--- config.mk ---
export PLATFORM = sky130hd
export DESIGN_NAME = byte_stream_packer
export DESIGN_NICKNAME = d
export VERILOG_FILES = /design/src/rtl/byte_stream_packer.sv
export SDC_FILE = /design/constraint.sdc
export NUM_CORES = 1
export LEC_CHECK = 0
export BUFFER_PORTS_ARGS = -buffer_cell sky130_fd_sc_hd__clkbuf_2
export CAP_MARGIN = 30
export CORE_ASPECT_RATIO = 0.8
export CORE_MARGIN = 2
export CORE_UTILIZATION = 57
export CTS_CLUSTER_DIAMETER = 200
export CTS_CLUSTER_SIZE = 25
export DETAILED_ROUTE_END_ITERATION = 8
export PLACE_DENSITY = 0.87
export SYNTH_ARGS = -nofsm -noshare
export SYNTH_HDL_FRONTEND = slang
export SYNTH_SLANG_ARGS = --single-unit
--- constraint.sdc ---
create_clock -name clock -period 2.7 [get_ports clock]
set_input_delay 0.54 -clock clock [delete_from_list [all_inputs] [get_ports clock]]
set_output_delay 0.54 -clock clock [all_outputs]
set_load 0.05 [all_outputs]
--- src/rtl/byte_stream_packer.sv ---
// Byte stream packer: gathers a valid/ready byte stream into REPLICATION_FACTOR-byte
// words. Lane 0 holds the first byte of a word. A frame's short final word is padded
// with PAD_BYTE, and out_keep marks which lanes hold real data. There is one
// accumulator (R-1 lanes plus a lane count) and one output register.
module byte_stream_packer #(
  parameter int unsigned REPLICATION_FACTOR = 3,
  parameter logic [7:0]  PAD_BYTE           = 8'h00
) (
  input  logic                            clock,
  input  logic                            reset,
  input  logic                            enable,
  input  logic [7:0]                      in_data,
  input  logic                            in_valid,
  output logic                            in_ready,
  input  logic                            in_last,
  output logic [8*REPLICATION_FACTOR-1:0] out_data,
  output logic [REPLICATION_FACTOR-1:0]   out_keep,
  output logic                            out_valid,
  input  logic                            out_ready,
  output logic                            out_last
);

  localparam int unsigned R        = REPLICATION_FACTOR;
  localparam int unsigned CntW     = (R > 1) ? $clog2(R) : 1;
  // With R == 1 no lanes are ever buffered. One dummy lane keeps the vectors legal.
  localparam int unsigned AccLanes = (R > 1) ? R - 1 : 1;
  localparam logic [CntW-1:0] LastCnt = CntW'(R - 1);

  logic [CntW-1:0]       count_q, count_d;
  logic [8*AccLanes-1:0] acc_q, acc_d;
  logic [8*R-1:0]        data_q, data_d;
  logic [R-1:0]          keep_q, keep_d;
  logic                  valid_q, valid_d;
  logic                  last_q, last_d;

  logic                  accept;
  logic                  complete;
  logic                  consume;
  logic [8*R-1:0]        word;
  logic [R-1:0]          word_keep;

  // The output slot is free when it is empty or is being drained on this edge.
  assign in_ready = enable & (~valid_q | out_ready);
  assign accept   = in_valid & in_ready;
  assign complete = accept & (in_last | (count_q == LastCnt));
  assign consume  = enable & valid_q & out_ready;

  // Build the word to emit: buffered lanes, then the incoming byte, then padding.
  always_comb begin
    word      = '0;
    word_keep = '0;
    for (int unsigned k = 0; k < R; k++) begin
      word[8*k +: 8] = PAD_BYTE;
      if (CntW'(k) < count_q) begin
        word[8*k +: 8] = acc_q[8*((k < AccLanes) ? k : 0) +: 8];
      end else if (CntW'(k) == count_q) begin
        word[8*k +: 8] = in_data;
      end
      word_keep[k] = (CntW'(k) <= count_q);
    end
  end

  // Next state: store a byte in the accumulator, or load a finished word, or drain.
  always_comb begin
    count_d = count_q;
    acc_d   = acc_q;
    data_d  = data_q;
    keep_d  = keep_q;
    valid_d = valid_q;
    last_d  = last_q;
    if (complete) begin
      data_d  = word;
      keep_d  = word_keep;
      last_d  = in_last;
      valid_d = 1'b1;
      acc_d   = {AccLanes{PAD_BYTE}};
      count_d = '0;
    end else begin
      if (accept) begin
        for (int unsigned k = 0; k < AccLanes; k++) begin
          if (CntW'(k) == count_q) begin
            acc_d[8*k +: 8] = in_data;
          end
        end
        count_d = count_q + CntW'(1);
      end
      // A drained output keeps its data, keep and last values. Only valid drops.
      if (consume) begin
        valid_d = 1'b0;
      end
    end
  end

  // State register with synchronous reset. A reset discards any partial word.
  always_ff @(posedge clock) begin
    if (reset) begin
      count_q <= '0;
      acc_q   <= {AccLanes{PAD_BYTE}};
      data_q  <= {R{PAD_BYTE}};
      keep_q  <= '0;
      valid_q <= 1'b0;
      last_q  <= 1'b0;
    end else begin
      count_q <= count_d;
      acc_q   <= acc_d;
      data_q  <= data_d;
      keep_q  <= keep_d;
      valid_q <= valid_d;
      last_q  <= last_d;
    end
  end

  assign out_data  = data_q;
  assign out_keep  = keep_q;
  assign out_valid = valid_q;
  assign out_last  = last_q;

endmodule

==> flow_metrics.env <==
export IMPL_cp_slowest_cell="ha_1"
export IMPL_holdCritPathClass="reg -> reg"
export IMPL_path_max_fanout=21
export IMPL_grt_busiest_layer="met2"
export IMPL_grt_pass1_wl_mm=9.19
export IMPL_ios=44
export IMPL_avgSynthCellArea_sq_um=9.33
export IMPL_power_switching_fraction_pct=31.4
export IMPL_drt_iter0_markers=189
export IMPL_path_clk_slew_ps=90
export IMPL_slowest_delay_ps=660
export IMPL_post_cts_buffers=0
export IMPL_yosysSeqAreaShare_pct=40.3
export IMPL_synth_area_sq_um=2330
export IMPL_dp_hpwl_mm=3.74
export IMPL_core_sq_um=3850
export IMPL_grt_remaining_overflow=0
export IMPL_clk_latency_ps=300
export IMPL_fin_crit_ps=2230
export IMPL_period_share_pct=82.8
export IMPL_slew_headroom_pct=36.6
export IMPL_yosysMostFrequentCell="dfxtp_1"
export IMPL_yosysTopAreaCellShare_pct=40.3
export IMPL_dr_pass1_iters=4
export IMPL_final_antenna_net_count=0
export IMPL_num_vias=2142
export IMPL_postCtsHoldBufs=0
export IMPL_synthFlopType="dfxtp_1"
export IMPL_peakVddDrop_mv=0.299
export IMPL_gp_congestion=0.884
export IMPL_setup_viol=0
export IMPL_post_route_drc_count=0
export IMPL_hold_end="out_keep[0]"
export IMPL_min_from="out_keep[0]"
export IMPL_die_w_um=75.5
export IMPL_p_switching_w=0.000456
export IMPL_gr_usage_met3_pct=5.73
export IMPL_synth_nets=269
export IMPL_cts_made_buffers=5
export IMPL_row_count=20
export IMPL_hold_depth=1
export IMPL_antenna_diode_count=0
export IMPL_syn_instance_count=250
export IMPL_powerDensity_nw_per_um2=562
export IMPL_grt_max_degree=47
export IMPL_fin_area_sq_um=2590
export IMPL_drv_slew=0
export IMPL_start_util_pct=60.6
export IMPL_area_growth_pct=10.8
export IMPL_antenna_found_initial=0
export IMPL_routed_via_density=6.45
export IMPL_clock_sinks=47
export IMPL_crit_chain="ha_1 -> or2_1 -> buf_4 -> a31oi_1 -> a211oi_1"
export IMPL_rsz0062_at_grt="no"
export IMPL_fmax_mhz=448
export IMPL_async_reset_ff_share_pct=0
export IMPL_nNetsFinal=295
export IMPL_synth_edff_count=0
export IMPL_status="finished, final reports clean"
export IMPL_grt_total_usage_pct=26.1
export IMPL_setup_tns_ps=0
export IMPL_reg2reg_depth=5
export IMPL_hold_viol=0
export IMPL_cts_resized=0
export IMPL_seqPwrFrac_pct=50.6
export IMPL_synthTopCellsByCount="dfxtp_1 (47), a31oi_1 (34), a21oi_1 (27)"
export IMPL_maxCapViolations=0
export IMPL_htree_levels=2
export IMPL_dpl_cell_area_sq_um=2490
export IMPL_p_total_w=0.00145
export IMPL_finalWorstSetupSlack_ps=466
export IMPL_gr_usage_met1_pct=37.8
export IMPL_worstReg2RegStart="count_q[1]"
export IMPL_die_h_um=61.2
export IMPL_die_area_sq_um=4630
export IMPL_ys_types=29
export IMPL_cts_buffer_depth=2
export IMPL_rrSetupSlack_ps=470
export IMPL_synth_top_cell_by_area="dfxtp_1"
export IMPL_first_global_vias=1850
export IMPL_cts_root_buf="clkbuf_8"
export IMPL_post_drt_wl_per_cell_um=17.5
export IMPL_worst_slew_pin_slew_ps=950
export IMPL_fin_util_pct=67.1
export IMPL_use_met2_pct=40.0
export IMPL_fillers=334
export IMPL_cts_tree="done"
export IMPL_crit_type="reg -> reg"
export IMPL_fin_skew_ps=9.64
export IMPL_synth_area_top_cells="dfxtp_1 (40%), a31oi_1 (9.1%), a211oi_1 (8.0%)"
export IMPL_portBuffers=43
export IMPL_clkPwrFrac_pct=31.7
export IMPL_routed_wl_mm=5.82
export IMPL_critical_path_arrival_ps=2440
export IMPL_yosysWarnings=0
export IMPL_combPwrFrac_pct=17.7
export IMPL_preCtsSetupSlack_ps=541
export IMPL_drive_gt1_share_pct=23.1
export IMPL_intPower_w=0.000998
export IMPL_cp_start_kind="register"
export IMPL_synth_seq_cells=47
export IMPL_required_ps=2900
export IMPL_cp_end_kind="register"
export IMPL_r2r_end="out_data[4]"
export IMPL_p_leak_nw=0.995
[final cells by class]
type	instances	area (sq um)	area share [%]
clock inverter	2	16.3	0.629
multi-input combinational	169	1200	46.5
inverter	4	15.0	0.581
tap	55	68.8	2.66
sequential	47	941	36.4
timing repair buffer	49	260	10.1
clock buffer	6	82.6	3.19
[cell usage in the layout, fill, tap and decap left out, drive strengths merged, types with 2 or more instances in the layout]
master	synthesis	layout
mux2i	8	8
o31ai	17	17
nor3b	2	2
nor3	3	3
dfxtp	47	47
clkbuf	6	49
and3b	8	8
and2	10	10
a211oi	25	25
a31oi	34	34
o21ai	2	2
o21a	2	2
a21oi	27	27
inv	4	4
ha	5	5
buf	24	6
nand4	18	18
[critical path: cells and delay by family (launching register included)]
kind	cells	cell delay [ps]
AOI/OAI and AO/OA	2	370
DFF	1	510
buffers and inverters	1	280
and+or+nand+nor	1	310
adders and majority gates	1	660
[per-layer routing]
metal / up-vias / wire, um
met3: 4 / 486
met1: 1020 / 2670
met4: 0 / 34
li1: 1021 / -
met5: - / 0
met2: 97 / 2640
[cell families (layout without fill, tap and decap cells)]
logic type	after synthesis	count (layout)	share of synthesized area, %
flip-flops	47	47	40.3
adder cells (fa/ha/maj)	5	5	2.68
multiplexers	8	8	3.43
AO/OA/AOI/OAI	109	109	30.2
buffers and inverters	34	61	8.15
AND/OR/NAND/NOR	47	47	15.2
[sequential cells by signal, summed over array words and instances (netlist names)]
name,cells
acc_q,16
out_valid,1
out_last,1
count_q,2
out_keep,3
out_data,24
[through the flow]
step / std cells / hold slack [ps]
after floorplan: 250 / 439
after global placement: 324 / 445
after detailed placement: 324 / 454
after CTS: 332 / 476
after global routing: 332 / 498
final: 332 / 471
[worst max path at each step]
stage | startpoint | to | slack, ps | depth (start not counted)
finish | count_q[1] | out_data[4] | 470 | 5
global route | count_q[1] | out_data[19] | 310 | 5
CTS | count_q[1] | out_data[4] | 500 | 5
detailed placement | count_q[1] | out_data[16] | 540 | 5
global placement | count_q[1] | out_data[9] | 630 | 5
floorplan | out_ready | in_ready | 750 | 4
[power by group through the flow]
stage               registers (W)  logic, W  clock network [W]
finish                   0.000736  0.000258           0.000460
global route             0.000739  0.000275           0.000497
CTS                      0.000736  0.000256           0.000469
detailed placement       0.000752  0.000255                  0
global placement         0.000751  0.000252                  0
floorplan                0.000826  0.000123                  0
No activity file was read; power rests on OpenSTA's default activity.
